**src/rtl/fpu_shared_arbiter.sv**
```systemverilog
// fpu_shared_arbiter
//   Shares a single FPU slave port between NB_CORES core-side requesters.
//   Round-robin arbitration with a lock: once a winner has been presented to
//   the FPU without a grant, it is held until the grant arrives. Granted
//   requester IDs are pushed into a tag FIFO so that in-order FPU responses
//   can be routed back to the core that issued them.
// Ports
//   clk, rst_n        clock, asynchronous active-low reset
//   core_*_i/_o       per-core request/grant, payload, response handshake
//   core_rdata_o      shared result bus, qualified by core_rvalid_o
//   fpu_*_o/_i        single FPU request/grant and response handshake
//   busy_o            outstanding responses or a held lock
//   unexp_rsp_o       FPU response seen with no outstanding tag (drained)
module fpu_shared_arbiter #(
  parameter int unsigned NB_CORES        = 4,
  parameter int unsigned DATA_WIDTH      = 32,
  parameter int unsigned NB_ARGS         = 3,
  parameter int unsigned OPCODE_WIDTH    = 6,
  parameter int unsigned DSFLAGS_WIDTH   = 15,
  parameter int unsigned USFLAGS_WIDTH   = 5,
  parameter int unsigned MAX_OUTSTANDING = 4
) (
  input  logic                                     clk,
  input  logic                                     rst_n,
  input  logic [NB_CORES-1:0]                      core_req_i,
  output logic [NB_CORES-1:0]                      core_gnt_o,
  input  logic [NB_CORES*NB_ARGS*DATA_WIDTH-1:0]   core_operands_i,
  input  logic [NB_CORES*OPCODE_WIDTH-1:0]         core_op_i,
  input  logic [NB_CORES*DSFLAGS_WIDTH-1:0]        core_flags_i,
  input  logic [NB_CORES-1:0]                      core_rready_i,
  output logic [NB_CORES-1:0]                      core_rvalid_o,
  output logic [DATA_WIDTH-1:0]                    core_rdata_o,
  output logic [USFLAGS_WIDTH-1:0]                 core_rflags_o,
  output logic                                     fpu_req_o,
  input  logic                                     fpu_gnt_i,
  output logic [NB_ARGS*DATA_WIDTH-1:0]            fpu_operands_o,
  output logic [OPCODE_WIDTH-1:0]                  fpu_op_o,
  output logic [DSFLAGS_WIDTH-1:0]                 fpu_flags_o,
  output logic                                     fpu_rready_o,
  input  logic                                     fpu_rvalid_i,
  input  logic [DATA_WIDTH-1:0]                    fpu_rdata_i,
  input  logic [USFLAGS_WIDTH-1:0]                 fpu_rflags_i,
  output logic                                     busy_o,
  output logic                                     unexp_rsp_o
);

  localparam int unsigned IDW = (NB_CORES > 1) ? $clog2(NB_CORES) : 1;
  localparam int unsigned PW  = (MAX_OUTSTANDING > 1) ? $clog2(MAX_OUTSTANDING) : 1;
  localparam int unsigned CW  = $clog2(MAX_OUTSTANDING) + 1;
  localparam int unsigned OPW = NB_ARGS * DATA_WIDTH;

  typedef enum logic {FREE, LOCKED} state_e;

  state_e           state_q, state_d;
  logic [IDW-1:0]   lock_id_q, lock_id_d;
  logic [IDW-1:0]   rr_q, rr_d;
  logic [IDW-1:0]   fifo_q [MAX_OUTSTANDING];
  logic [PW-1:0]    wr_ptr_q, rd_ptr_q;
  logic [CW-1:0]    cnt_q;

  logic [IDW-1:0]   rr_win, win, win_next, head;
  logic             rr_hit, req_any;
  logic             fifo_full, fifo_empty, push, pop;

  function automatic logic [PW-1:0] ptr_inc(input logic [PW-1:0] p);
    return (p == PW'(MAX_OUTSTANDING - 1)) ? '0 : p + PW'(1);
  endfunction

  assign fifo_full  = (cnt_q == CW'(MAX_OUTSTANDING));
  assign fifo_empty = (cnt_q == '0);
  assign head       = fifo_q[rd_ptr_q];

  // First requester at or after the RR pointer, wrapping around.
  always_comb begin
    rr_win = '0;
    rr_hit = 1'b0;
    for (int unsigned i = 0; i < NB_CORES; i++) begin
      if (!rr_hit && core_req_i[IDW'((32'(rr_q) + i) % NB_CORES)]) begin
        rr_hit = 1'b1;
        rr_win = IDW'((32'(rr_q) + i) % NB_CORES);
      end
    end
  end

  // While locked, only the locked core is considered; everyone else waits.
  always_comb begin
    if (state_q == LOCKED) begin
      win     = lock_id_q;
      req_any = core_req_i[lock_id_q];
    end else begin
      win     = rr_win;
      req_any = rr_hit;
    end
  end

  assign win_next  = (win == IDW'(NB_CORES - 1)) ? '0 : win + IDW'(1);
  // No same-cycle pop bypass: a full FIFO blocks new requests outright.
  assign fpu_req_o = req_any & ~fifo_full;
  assign push      = fpu_req_o & fpu_gnt_i;

  always_comb begin
    core_gnt_o = '0;
    if (push) core_gnt_o[win] = 1'b1;
  end

  assign fpu_operands_o = fpu_req_o ? core_operands_i[win*OPW +: OPW]                    : '0;
  assign fpu_op_o       = fpu_req_o ? core_op_i[win*OPCODE_WIDTH +: OPCODE_WIDTH]        : '0;
  assign fpu_flags_o    = fpu_req_o ? core_flags_i[win*DSFLAGS_WIDTH +: DSFLAGS_WIDTH]   : '0;

  always_comb begin
    state_d   = state_q;
    lock_id_d = lock_id_q;
    rr_d      = rr_q;
    if (state_q == FREE) begin
      if (push) begin
        rr_d = win_next;
      end else if (fpu_req_o) begin
        state_d   = LOCKED;
        lock_id_d = win;
      end
    end else begin
      if (!req_any) begin
        state_d = FREE;
      end else if (push) begin
        rr_d    = win_next;
        state_d = FREE;
      end
    end
  end

  // Responses follow the head tag; with no tag outstanding they are drained.
  always_comb begin
    core_rvalid_o = '0;
    fpu_rready_o  = 1'b1;
    unexp_rsp_o   = 1'b0;
    if (fifo_empty) begin
      unexp_rsp_o = fpu_rvalid_i;
    end else begin
      core_rvalid_o[head] = fpu_rvalid_i;
      fpu_rready_o        = core_rready_i[head];
    end
  end

  assign pop           = fpu_rvalid_i & fpu_rready_o & ~fifo_empty;
  assign core_rdata_o  = fpu_rdata_i;
  assign core_rflags_o = fpu_rflags_i;
  assign busy_o        = ~fifo_empty | (state_q == LOCKED);

  always_ff @(posedge clk or negedge rst_n) begin
    if (!rst_n) begin
      state_q   <= FREE;
      lock_id_q <= '0;
      rr_q      <= '0;
      wr_ptr_q  <= '0;
      rd_ptr_q  <= '0;
      cnt_q     <= '0;
    end else begin
      state_q   <= state_d;
      lock_id_q <= lock_id_d;
      rr_q      <= rr_d;
      if (push) wr_ptr_q <= ptr_inc(wr_ptr_q);
      if (pop)  rd_ptr_q <= ptr_inc(rd_ptr_q);
      if (push && !pop)      cnt_q <= cnt_q + CW'(1);
      else if (!push && pop) cnt_q <= cnt_q - CW'(1);
    end
  end

  always_ff @(posedge clk) begin
    if (push) fifo_q[wr_ptr_q] <= win;
  end

endmodule

```
**config.mk**
```make
export PLATFORM = sky130hd
export DESIGN_NAME = fpu_shared_arbiter
export DESIGN_NICKNAME = d
export VERILOG_FILES = /design/src/rtl/fpu_shared_arbiter.sv
export SDC_FILE = /design/constraint.sdc
export NUM_CORES = 1
export LEC_CHECK = 0
export CAP_MARGIN = 30
export CORE_AREA = 2 2 264 266
export CTS_CLUSTER_DIAMETER = 80
export CTS_CLUSTER_SIZE = 14
export DETAILED_ROUTE_END_ITERATION = 8
export DIE_AREA = 0 0 266 268
export PLACE_DENSITY_LB_ADDON = 0.25
export SETUP_SLACK_MARGIN = 0.3
export SYNTH_ARGS = -nofsm -noshare
export SYNTH_HDL_FRONTEND = slang
export SYNTH_SLANG_ARGS = --single-unit
```
**constraint.sdc**
```tcl
create_clock -name clk -period 6.45 [get_ports clk]
set_input_delay 1.29 -clock clk [delete_from_list [all_inputs] [get_ports clk]]
set_output_delay 1.29 -clock clk [all_outputs]
set_load 0.03 [all_outputs]
```
==> run_summary.xml <==
<?xml version="1.0" encoding="UTF-8"?>
<metrics>
  <group name="status">
    <metric name="outcome" unit="">complete, no violations</metric>
  </group>
  <group name="cells_and_area">
    <metric name="areaGrowthSynthToFinish" unit="%">139</metric>
    <metric name="finalNetCount" unit="">1626</metric>
    <metric name="final_cell_mix" unit="">clkdlybuf4s50_1, mux2i_1, o22ai_1, buf_4</metric>
    <metric name="final_common_cell" unit="">clkdlybuf4s50_1</metric>
    <metric name="fraction_of_layout_cells_with_a_size_suffix_above_1" unit="%">5.10</metric>
  </group>
  <group name="synthesis">
    <metric name="number_of_enable_type_register_cells_in_the_synthesized_netlist" unit="">8</metric>
    <metric name="synth.ff_latch_count" unit="">20</metric>
    <metric name="seq_area_frac_synth" unit="%">10.9</metric>
    <metric name="synth_async_sr_flop_share" unit="%">60.0</metric>
    <metric name="postSynth.topFlopCell" unit="">dfrtp_1</metric>
    <metric name="yosysUniqueCellTypes" unit="">38</metric>
    <metric name="number_of_synthesis_warnings" unit="">0</metric>
    <metric name="mapped_area" unit="mm2">0.00498</metric>
    <metric name="syn_area_per_cell" unit="um2">9.09</metric>
    <metric name="synth_fp_nets" unit="">1076</metric>
    <metric name="postSynthCellCount" unit="">548</metric>
  </group>
  <group name="clock_tree">
    <metric name="ctsLongestPathBuffers" unit="">2</metric>
    <metric name="clk_root_buffer_cell" unit="">clkbuf_16</metric>
    <metric name="cts_num_sinks" unit="">20</metric>
    <metric name="clk_transition_reported_paths" unit="ns">0.05</metric>
    <metric name="cts_hold_repair.buffers" unit="">0</metric>
    <metric name="clk-insertion-delay-late" unit="ns">0.25</metric>
    <metric name="cts_buffers" unit="">3</metric>
    <metric name="post-cts-setup-buffers" unit="">0</metric>
    <metric name="tritoncts" unit="">built</metric>
    <metric name="cts_resized" unit="">0</metric>
    <metric name="htree_num_levels" unit="">1</metric>
  </group>
  <group name="job">
    <metric name="max_cap_violations" unit="">0</metric>
  </group>
  <group name="hold_path">
    <metric name="hold_path.startpoint" unit="">cnt_q[2]$_DFFE_PN0P_</metric>
    <metric name="worst_hold_path_type" unit="">flop to flop</metric>
    <metric name="min_delay_path_depth" unit="">1</metric>
    <metric name="timing.hold.worst_endpoint" unit="">cnt_q[2]$_DFFE_PN0P_</metric>
  </group>
  <group name="setup_path">
    <metric name="most_prevalent_standard_cell_on_the_critical_path" unit="">clkdlybuf4s50_1</metric>
    <metric name="critical_path.cell_chain" unit="">clkdlybuf4s50_1 &gt; a21boi_0 &gt; o32ai_2 &gt; o31ai_4 &gt; inv_8 &gt; buf_12 &gt; buf_4 &gt; mux2i_1 &gt; o22ai_1 &gt; clkdlybuf4s50_1</metric>
    <metric name="data_required_time_at_the_worst_endpoint" unit="ns">5.16</metric>
    <metric name="cpLargestDelayFamily" unit="">buffers and inverters</metric>
    <metric name="critical-path-slowest-cell" unit="">clkdlybuf4s50_1</metric>
    <metric name="wp_data_arrival" unit="ns">4.58</metric>
    <metric name="slowest_delay" unit="ns">0.71</metric>
    <metric name="worst-r2r-cell-count" unit="">10</metric>
    <metric name="capture_point_of_the_worst_reg_to_reg_path" unit="">cnt_q[2]$_DFFE_PN0P_</metric>
    <metric name="critPathLaunchType" unit="">input port</metric>
    <metric name="critical_path.n_buffers_inverters" unit="">5</metric>
    <metric name="r2r_startpoint" unit="">rd_ptr_q[0]$_DFFE_PN0P_</metric>
    <metric name="r2r_setup_slack" unit="ns">3.70</metric>
    <metric name="worstSetupPathType" unit="">input port to output port</metric>
    <metric name="critical_path.max_fanout" unit="">55</metric>
    <metric name="crit_path_end_kind" unit="">output port</metric>
  </group>
  <group name="floorplan">
    <metric name="floorplan.die.height" unit="um">268</metric>
    <metric name="design.portCount" unit="">683</metric>
    <metric name="coreArea" unit="mm2">0.0682</metric>
    <metric name="effective_utilization_at_floorplan" unit="%">7.30</metric>
    <metric name="rows" unit="">96</metric>
    <metric name="floorplan.die.width" unit="um">266</metric>
    <metric name="design.die.area" unit="mm2">0.0713</metric>
  </group>
  <group name="sta">
    <metric name="timing.final.setup_violations" unit="">0</metric>
    <metric name="timing.final.crit_period" unit="ns">5.87</metric>
    <metric name="final.period_utilization" unit="%">91.0</metric>
    <metric name="clock_skew" unit="ns">0.00292</metric>
    <metric name="maxClockFrequency" unit="GHz">0.170</metric>
    <metric name="slew_hr" unit="%">59.8</metric>
    <metric name="postLayoutSetupSlackWorst" unit="ns">0.578</metric>
    <metric name="report.final.slew_viol_count" unit="">0</metric>
    <metric name="total_count_of_hold_check_failures_in_the_final_report" unit="">0</metric>
    <metric name="worst_pin_slew" unit="ns">0.600</metric>
    <metric name="setup_tns" unit="ns">0</metric>
    <metric name="setup_repair_after_global_routing_missed_its_margin" unit="">no</metric>
  </group>
  <group name="drt">
    <metric name="routed_via_density" unit="">3.37</metric>
    <metric name="drc" unit="">0</metric>
    <metric name="detail_route.wirelength" unit="um">38800</metric>
    <metric name="drt_iter0_drc" unit="">149</metric>
    <metric name="route.antenna.remaining_nets" unit="">0</metric>
    <metric name="detailed_route_wire_length_per_cell" unit="um">19.6</metric>
    <metric name="firstDrtPassIters" unit="">4</metric>
    <metric name="vias" unit="">6673</metric>
  </group>
  <group name="placed_design">
    <metric name="dp.final_hpwl" unit="um">33700</metric>
    <metric name="pre_cts_ws" unit="ns">0.434</metric>
    <metric name="buffer_ports.inserted" unit="">608</metric>
    <metric name="globalplace.congestion" unit="">0.949</metric>
  </group>
  <group name="global_route">
    <metric name="grt_pass1_vias" unit="">7180</metric>
    <metric name="globalRoute.totalOverflow" unit="">0</metric>
    <metric name="grt_max_degree" unit="">61</metric>
    <metric name="antenna_found_initial" unit="">1</metric>
    <metric name="grt_util_all_layers" unit="%">9.94</metric>
    <metric name="grt_first_pass_wirelength" unit="um">51700</metric>
  </group>
  <group name="pwr">
    <metric name="power_density" unit="mW/mm2">494</metric>
    <metric name="vdd_ir_drop_max" unit="mV">0.301</metric>
    <metric name="power_leakage" unit="uW">0.00482</metric>
    <metric name="report.power.total" unit="uW">5890</metric>
  </group>
</metrics>
-- metrics by stage --
stage / std cells / hold slack (ns) / util (%) / area [um2]
5_1_grt: 1979 / 0.527 / 17.5 / 11900
3_3_place_gp: 1975 / 0.495 / 17.3 / 11800
6_report: 1980 / 0.511 / 17.5 / 11900
3_5_place_dp: 1975 / 0.509 / 17.3 / 11800
2_1_floorplan: 548 / 0.476 / - / 4980
4_1_cts: 1979 / 0.517 / 17.5 / 11900
-- per-layer routing --
layer,vias up,global-route usage [%],part of all wire [%]
met2,371,19.6,54
li1,3197,-,-
met5,-,0,0
met1,3094,11.0,38
met3,11,2.13,7.1
met4,0,1.41,1.4
-- sequential cells by signal (all words and copies together) (netlist names) --
register	cells
cnt_q	3
fifo_q	8
lock_id_q	2
rd_ptr_q	2
rr_q	2
state_q	1
wr_ptr_q	2
-- power by group --
part / switching, uW / leakage [uW] / internal [uW]
registers: 60.0 / 0.000215 / 195
logic: 3170 / 0.00456 / 2290
clock network: 46.2 / 0.0000511 / 123
total: 3280 / 0.00482 / 2610
-- cell usage after synthesis (all sizes together), types with 2 or more instances --
cell | instances | area, um2
nand2 | 7 | 26.3
mux2i | 239 | 2390
dfrtp | 12 | 300
and2 | 12 | 80.1
inv | 7 | 26.3
nor3 | 2 | 10.0
mux2 | 8 | 90.1
a21oi | 2 | 10.0
ha | 10 | 125
o22ai | 118 | 738
mux4 | 3 | 67.6
nor2 | 12 | 45.0
xor2 | 2 | 17.5
edfxtp | 8 | 240
buf | 70 | 552
clkbuf | 18 | 67.6
-- area by class of cell --
type / count / area (um2)
timing repair buffer: 633 / 6330
multi-input combinational: 433 / 3810
inverter: 7 / 33.8
sequential: 20 / 541
tap: 882 / 1100
clock inverter: 1 / 30.0
fill: 7573 / 56300
antenna: 1 / 2.50
clock buffer: 3 / 75.1
-- worst max-delay path by stage --
stage	from	end	cells after the start
after detailed placement	core_req_i[1]	fpu_operands_o[32]	8
after global routing	core_req_i[1]	fpu_operands_o[32]	8
after floorplan	core_req_i[1]	fpu_flags_o[10]	8
after CTS	core_req_i[1]	fpu_operands_o[32]	8
final	core_req_i[1]	fpu_op_o[0]	10
after global placement	core_req_i[1]	fpu_operands_o[32]	8
-- cells by family (layout without fill, tap and decap cells) --
group | after synthesis | in the layout | share of synthesized area [%]
buffers and inverters | 95 | 644 | 13.0
DFF | 20 | 20 | 10.9
and+or+nand+nor | 40 | 40 | 4.20
muxes | 250 | 250 | 51.2
adders and majority gates | 11 | 11 | 2.91
other | 0 | 1 | 0
AOI/OAI and AO/OA | 129 | 129 | 17.4
xor gates and xnor gates | 3 | 3 | 0.528
(Power assumes the default switching activity.)
